<file path="src/rtl/calcn_req_arbiter.sv">
// calcn_req_arbiter: N-port calculator request front end.
// Per-port request FIFOs drained round-robin into one valid/ready stage.
module calcn_req_arbiter #(
  parameter int NUM_PORTS = 4,
  parameter int DATA_W    = 32,
  parameter int CMD_W     = 4,
  parameter int TAG_W     = 2,
  parameter int DEPTH     = 4,
  parameter int PID_W     = 2
) (
  input  logic                        c_clk,
  input  logic                        reset,
  input  logic [NUM_PORTS*CMD_W-1:0]  req_cmd_in,
  input  logic [NUM_PORTS*DATA_W-1:0] req_data_in,
  input  logic [NUM_PORTS*TAG_W-1:0]  req_tag_in,
  output logic [NUM_PORTS-1:0]        req_drop,
  output logic [NUM_PORTS-1:0]        fifo_full,
  output logic                        out_valid,
  input  logic                        out_ready,
  output logic [PID_W-1:0]            out_port,
  output logic [CMD_W-1:0]            out_cmd,
  output logic [DATA_W-1:0]           out_data,
  output logic [TAG_W-1:0]            out_tag
);

  localparam int AW = $clog2(DEPTH);
  localparam int CW = AW + 1;
  localparam int SW = PID_W + 1;
  localparam logic [CW-1:0] FULL = CW'(DEPTH);
  localparam logic [PID_W-1:0] LAST = PID_W'(NUM_PORTS - 1);
  localparam logic [SW-1:0] NP = SW'(NUM_PORTS);

  typedef struct packed {
    logic [CMD_W-1:0]  cmd;
    logic [DATA_W-1:0] data;
    logic [TAG_W-1:0]  tag;
  } req_t;

  req_t mem [NUM_PORTS][DEPTH];
  req_t in_req [NUM_PORTS];
  req_t win_req;

  logic [NUM_PORTS-1:0][AW-1:0] rd_ptr;
  logic [NUM_PORTS-1:0][AW-1:0] wr_ptr;
  logic [NUM_PORTS-1:0][CW-1:0] count;
  logic [NUM_PORTS-1:0][CW-1:0] count_nxt;
  logic [NUM_PORTS-1:0] nonempty;
  logic [NUM_PORTS-1:0] push;
  logic [NUM_PORTS-1:0] pop;
  logic [NUM_PORTS-1:0] drop;

  logic [PID_W-1:0] rr;
  logic [PID_W-1:0] win;
  logic [PID_W-1:0] cand;
  logic [SW-1:0]    sum;
  logic             found;
  logic             load;

  always_comb begin
    for (int p = 0; p < NUM_PORTS; p++) begin
      in_req[p].cmd  = req_cmd_in[p*CMD_W +: CMD_W];
      in_req[p].data = req_data_in[p*DATA_W +: DATA_W];
      in_req[p].tag  = req_tag_in[p*TAG_W +: TAG_W];
      nonempty[p]    = count[p] != '0;
    end
  end

  // Rotating priority search starting at rr, wrapping at NUM_PORTS.
  always_comb begin
    found = 1'b0;
    win   = '0;
    sum   = '0;
    cand  = '0;
    for (int i = 0; i < NUM_PORTS; i++) begin
      sum = {1'b0, rr} + SW'(i);
      if (sum >= NP)
        sum = sum - NP;
      cand = sum[PID_W-1:0];
      if (!found && nonempty[cand]) begin
        found = 1'b1;
        win   = cand;
      end
    end
  end

  assign load    = !out_valid || out_ready;
  assign win_req = mem[win][rd_ptr[win]];

  always_comb begin
    pop = '0;
    if (load && found)
      pop[win] = 1'b1;
  end

  // A same-cycle pop frees the slot, so a full FIFO still takes the push.
  always_comb begin
    for (int p = 0; p < NUM_PORTS; p++) begin
      push[p] = !reset && in_req[p].cmd != '0
                && (count[p] != FULL || pop[p]);
      drop[p] = !reset && in_req[p].cmd != '0
                && count[p] == FULL && !pop[p];
      count_nxt[p] = count[p];
      if (push[p] && !pop[p])
        count_nxt[p] = count[p] + 1'b1;
      else if (pop[p] && !push[p])
        count_nxt[p] = count[p] - 1'b1;
    end
  end

  always_ff @(posedge c_clk) begin
    if (reset) begin
      rd_ptr    <= '0;
      wr_ptr    <= '0;
      count     <= '0;
      fifo_full <= '0;
      req_drop  <= '0;
    end else begin
      for (int p = 0; p < NUM_PORTS; p++) begin
        if (push[p])
          wr_ptr[p] <= wr_ptr[p] + 1'b1;
        if (pop[p])
          rd_ptr[p] <= rd_ptr[p] + 1'b1;
        count[p]     <= count_nxt[p];
        fifo_full[p] <= count_nxt[p] == FULL;
      end
      req_drop <= drop;
    end
  end

  always_ff @(posedge c_clk) begin
    for (int p = 0; p < NUM_PORTS; p++) begin
      if (push[p])
        mem[p][wr_ptr[p]] <= in_req[p];
    end
  end

  always_ff @(posedge c_clk) begin
    if (reset) begin
      out_valid <= 1'b0;
      out_port  <= '0;
      out_cmd   <= '0;
      out_data  <= '0;
      out_tag   <= '0;
      rr        <= '0;
    end else if (load) begin
      out_valid <= found;
      if (found) begin
        out_port <= win;
        out_cmd  <= win_req.cmd;
        out_data <= win_req.data;
        out_tag  <= win_req.tag;
        rr       <= (win == LAST) ? '0 : win + 1'b1;
      end
    end
  end

endmodule

</file>
<file path="config.mk">
export PLATFORM = sky130hd
export DESIGN_NAME = calcn_req_arbiter
export DESIGN_NICKNAME = d
export VERILOG_FILES = /design/src/rtl/calcn_req_arbiter.sv
export SDC_FILE = /design/constraint.sdc
export NUM_CORES = 1
export LEC_CHECK = 0
export ABC_CLOCK_PERIOD_IN_PS = 4300
export BUFFER_PORTS_ARGS = -buffer_cell sky130_fd_sc_hd__buf_4
export CAP_MARGIN = 10
export CORE_MARGIN = 3
export CORE_UTILIZATION = 25
export CTS_CLUSTER_DIAMETER = 150
export DETAILED_ROUTE_END_ITERATION = 12
export PLACE_DENSITY_LB_ADDON = 0.25
export SYNTH_ARGS = -nofsm -noshare
export SYNTH_HDL_FRONTEND = slang
export SYNTH_SLANG_ARGS = --single-unit
</file>
<file path="constraint.sdc">
create_clock -name c_clk -period 4.3 [get_ports c_clk]
set_clock_uncertainty 0.1 [all_clocks]
set_input_delay 0.215 -clock c_clk [delete_from_list [all_inputs] [get_ports c_clk]]
set_output_delay 0.215 -clock c_clk [all_outputs]
set_load 0.01 [all_outputs]
</file>
[Word-level counts from Yosys, hierarchy flattened]
Memory sizes are Yosys's and may differ from the RTL's.
Index checks and enable logic that the tools add are counted.
Operators by class
  $add $sub $neg: 24
  order comparisons: 19
  equal/unequal tests: 13
  multiplexer cells: 53
  bitwise logic cells: 5
  reductions and logical operators: 60
Operators with widths (count)
  two-way mux 152 bit: 4
  demux 38 bit (select 2 bit): 4
  two-way mux 38 bit: 6
  binary-select mux 38 bit (select 2 bit): 1
  logical AND 1 bit: 33
  equality test 3 bit (second input constant): 8
  >= comparator 3 bit (second input constant): 8
  two-way mux 3 bit: 8
  two-way mux 2 bit: 10
  adder 2 x 1 -> 2 bit (second input constant): 9
  nonzero test 4 bit: 4
  less-than comparator 2 x 3 -> 1 bit (second input constant): 5
  NOT 2 -> 3 bit: 5
  logical NOT 1 bit: 13
  two-way mux 1 bit: 13
  adder 3 x 1 -> 3 bit (second input constant): 4
  less-than comparator 3 x 1 -> 1 bit (second input constant): 4
  != test 3 bit (second input constant): 4
  nonzero test 3 bit: 4
  subtractor 3 x 1 -> 3 bit (second input constant): 4
  binary-select mux 1 bit (select 2 bit): 4
  subtractor 2 x 1 -> 2 bit (second input constant): 4
  adder 2 x 2 -> 3 bit (second input constant): 2
  logical OR 1 bit: 5
  8 further kinds: 8
Storage, ports and cells
  register bits after elaboration: 79
  memory bits (writable): 608
  output and inout port bits: 49
  logic and storage cells: 195
  memories: 1
Memories
  mem: depth 4, width 152, read ports 1, clocked after memory_dff 0, wr ports 4, RTL line 39  | req_t mem [NUM_PORTS][DEPTH];

[Longest topological paths before layout]
  depth after elaboration: 26
  depth in mapped cells: 15

[Least setup slack after synthesis]
Ideal clock, no wire load.
  kind: flip-flop to flip-flop
  start point: reg count[3] (netlist bit)
  end point: mem mem[3][0] (netlist bit), enable pin
  arrival time: 3.435 ns
  data required time: 3.801 ns
  path slack: 0.367 ns
  cell stages (with the launch flop): 12
  clock period less this slack: 3.933 ns
  path through: dfxtp_1 > inv_1 > ha_1 > nand2b_1 > a211oi_2 > o32ai_4 > inv_2 > buf_6 > ha_1 > nand2_1 > a311oi_1 > and2_1
RTL lines
  from (decl): RTL line 45  | logic [NUM_PORTS-1:0][CW-1:0] count;
  from (signal, indexed assignment): RTL line 123  | count[p] <= count_nxt[p];
  to (decl): RTL line 39

[Worst setup path in the final report]
  start point: reg count[0] (netlist bit)
  end point: reg out_cmd[3]
Between the ends
  cells in the longest elaborated chain, start to end: 19
Ends and longest elaborated chain
  nonzero test 3 bit *: RTL line 64  | nonempty[p] = count[p] != '0;
  binary-select mux 1 bit (select 2 bit): RTL line 79  | if (!found && nonempty[cand]) begin
  two-way mux 1 bit (implied by the code): RTL line 79
  two-way mux 1 bit: RTL line 79
  logical NOT 1 bit: RTL line 79
  logical AND 1 bit: RTL line 79
  two-way mux 1 bit: RTL line 79
  logical NOT 1 bit: RTL line 79
  [... 2 more ...]
  logical NOT 1 bit: RTL line 79
  logical AND 1 bit: RTL line 79
  two-way mux 2 bit: RTL line 79
  binary-select mux 2 bit (select 2 bit): RTL line 87  | assign win_req = mem[win][rd_ptr[win]];
  two-way mux 2 bit (implied by the code): RTL line 87
  NOT 2 -> 3 bit (implied by the code): RTL line 87
  binary-select mux 38 bit (select 2 bit): RTL line 87
  two-way mux 38 bit (implied by the code) (2 in series): RTL line 87
  to (signal assigned): RTL line 149  | out_cmd <= win_req.cmd;
  to (decl): RTL line 21  | output logic [CMD_W-1:0] out_cmd,
Mark *: on every way between the ends. The rest lies on a longest branch, timed or not. The select of a mux whose other input is x is not followed.
A chain may end at the register's enable or synchronous reset.

==> flow_summary.toml <==
[run_status]
status = "completed"

[clock_network]
clk_latency_ns = 0.61
cts_tree = "yes"
clk_pin_slew_worst_paths_ns = 0.07
post_cts_buffers = 0
cts_max_level = 3
numClockSinks = 687
root_buffer = "clkbuf_16"
numCtsBuffers = 69
cts_buffer_depth = 3

[final_layout]
final_common_cell = "edfxtp_1"
drive_above_1_share_pct = 20.4
final_nets = 2404
layout_common_cells = "608 x edfxtp_1, 226 x buf_4, 156 x o21ai_0"
syn_to_final_growth_pct = 26.2
fillers = 11000
postLayoutCellArea_um2 = 35300

[yosys]
ys_async_sr_fraction_pct = 0
synthMuxAreaShare_pct = 4.44
synthesis.area_um2 = 28000
synth_seq_cells = 687
synth_cells = 1886
ys_warn_count = 0
synth_top_family_by_area = "compound AO/OA/AOI/OAI gates"
synth_simple_gate_area_share_pct = 6.75
ys.flop_type = "edfxtp_1"
synth_area_leaders = "edfxtp_1 65%, dfxtp_1 5.7%, mux2i_1 2.8%"
synth-compound-area-share_pct = 13.3
yosys.area.top_type = "edfxtp_1"
synth_edf_count = 608
synthDistinctLibCells = 62
ys_seq_area_share_pct = 70.9
syn_nets = 2070
yosys.area.top_type_share_pct = 65.3
synth_fa_ha_area_share_pct = 1.30
syn_avg_cell_area_um2 = 14.8
yosys.area_share.xor_xnor_pct = 0.438

[floorplanning]
core-area_um2 = 111000
fp.dieArea_um2 = 116000
initial_core_util_pct = 25.2
fp.dieW_um = 340
die_h_um = 340
io_pins = 204
rows = 122

[timing]
max_freq_mhz = 251
maxSlewHeadroom_pct = 31.3
rsz0062_at_grt = "no"
timing.final.crit_share_pct = 92.7
final.min_clock_period_ns = 3.98
setup_slack_ns = 0.315
finalMaxSlewViolations = 0
hold_viol_final = 0
fin_tns_setup_ns = 0
finalSetupViolCount = 0
hold_ws_ns = 0.246
tightest_slew_ns = 1.02

[power]
irDropWorstVdd_mv = 0.946
seqPwrFrac_pct = 30.0
power.switching_mw = 12.7
p_int_mw = 17.0
p_total_mw = 29.7
power_frac_clock_pct = 20.2
power.density_nw_per_um2 = 843
p_comb_share_pct = 49.7
leakage_nw = 12.1
switching_share_pct = 42.8

[critical_path]
path_cells = "inv_1, ha_1, nand2b_1, a211oi_2, o32ai_4, inv_2, a211o_4, nand2_8, mux2_2, a2111oi_1, a31oi_1"
crit_end = "out_cmd[3]"
ff2ff_path_depth = 11
crit_fanout = 44
critPathArrivalTime_ns = 4.33
endpoint_kind = "flip-flop"
critPathRequiredTime_ns = 4.65
slowest_delay_ns = 0.74
r2r_slack_ns = 0.32
crit_start = "count[0]"
start_kind = "flip-flop"
rr_endpoint = "out_cmd[3]"
worst_path_max_delay_cell = "a2111oi_1"
crit_type = "reg2reg"
r2r_start = "count[0]"

[global_route]
antenna_found_initial = 27
grt_pass1_wl_um = 127000
grt.total_usage_pct = 14.7
grt_max_degree = 115
grt_pass1_vias = 17700
overflow = 0

[detailed_routing]
routed_via_density = 4.76
drtPass1Iterations = 5
routedWlPerCell_um = 23.0
drtIter0Drc = 1340
vias = 18000
antenna_left = 0
wl_um = 87100
drc = 0

[placed_design]
place_area_um2 = 31500
portBuffers = 203
dp_slack_ns = 0.368
hpwl_um = 56900
place_congestion = 0.778

[min_path]
worstHoldPathType = "in2reg"

[job]
drv_cap = 0
## critical path: cells and delay by family, from the launching register on
family	cells	cell delay (ns)
muxes	1	0.42
adders and majority gates	1	0.29
and+or+nand+nor	2	0.46
DFF	1	0.39
buffers and inverters	2	0.36
AOI/OAI and AO/OA	5	1.79
## logic make-up after synthesis
| logic type | after synthesis |
|---|---|
| DFF | 687 |
| AOI/OAI and AO/OA | 554 |
| and+or+nand+nor | 314 |
| buffers and inverters | 169 |
| muxes | 119 |
| adders and majority gates | 29 |
| xor gates and xnor gates | 14 |
## sequential cells by signal, indices dropped and copies added (netlist names), 4 cells and up
name / flops
mem: 608
out_data: 32
count: 12
rd_ptr: 8
wr_ptr: 8
fifo_full: 4
out_cmd: 4
req_drop: 4
## area by class of cell
cell class,count,area [um2],area share [%]
inverter,24,90.1,0.255
multi-input combinational,1030,7420,21.0
clock inverter,27,284,0.804
tap,1488,1860,5.27
clock buffer,99,1970,5.59
timing repair buffer,408,3800,10.8
antenna,18,45.0,0.128
sequential,687,19800,56.2
## repair_timing
item,in CTS,in global routing
hold endpoints to repair,628,0
resized for setup,0,0
hold buffers,154,0
## routing by layer
metal	GRT usage, %	wire (um)	vias to the layer above
li1	-	-	8178
met1	21.6	41700	9179
met2	21.3	37400	513
met3	3.84	6050	112
met4	3.96	1860	12
met5	0	74	-
## through the flow
| stage | instances | utilization, % |
|---|---|---|
| 2_1_floorplan | 1886 | - |
| 3_3_place_gp | 3483 | 28.4 |
| 3_5_place_dp | 3483 | 28.4 |
| 4_1_cts | 3763 | 31.8 |
| 5_1_grt | 3774 | 31.8 |
| 6_report | 3781 | 31.9 |
## power by group through the flow
stage	clock (mW)	combinational [mW]	sequential [mW]
global placement	0	14.4	9.05
global route	6.46	16.0	9.03
floorplan	0	9.47	8.99
finish	6.02	14.8	8.94
detailed placement	0	14.7	9.08
CTS	6.19	14.9	8.95
## Yosys cell counts, types with 3 or more instances
cell type and n:
a2111oi_2 34, buf_2 37, nor4_1 5, mux2_2 40, o22ai_1 3, xnor2_1 10
buf_6 14, or3_1 4, mux2i_1 78, buf_4 3, o21ai_0 156, nor3b_1 3
nand2_1 21, a31oi_1 117, o21a_1 40, o211a_1 39, and2_1 18, edfxtp_1 608
a2111oi_1 4, a21oi_1 128, ha_1 29, o31ai_1 4, and3_1 5, inv_1 22
clkbuf_1 83, nand2b_1 5, dfxtp_1 79, a211oi_1 10, nor3_1 11, and4_1 77
nor2_1 34, xor2_1 4, buf_1 8, nand3_1 121
## how the worst min path moves through the flow
stage,start,end,slack (ns),cells after the start
6_report,req_data_in[80],mem[2][56],0.25,2
5_1_grt,req_data_in[85],mem[2][61],0.24,2
4_1_cts,req_data_in[80],mem[2][132],0.20,2
3_5_place_dp,req_tag_in[4],mem[2][0],0.32,1
3_3_place_gp,req_data_in[90],mem[2][142],0.32,1
2_1_floorplan,req_tag_in[0],mem[0][0],0.21,0
Note: power is estimated with default switching activity, not from simulation.
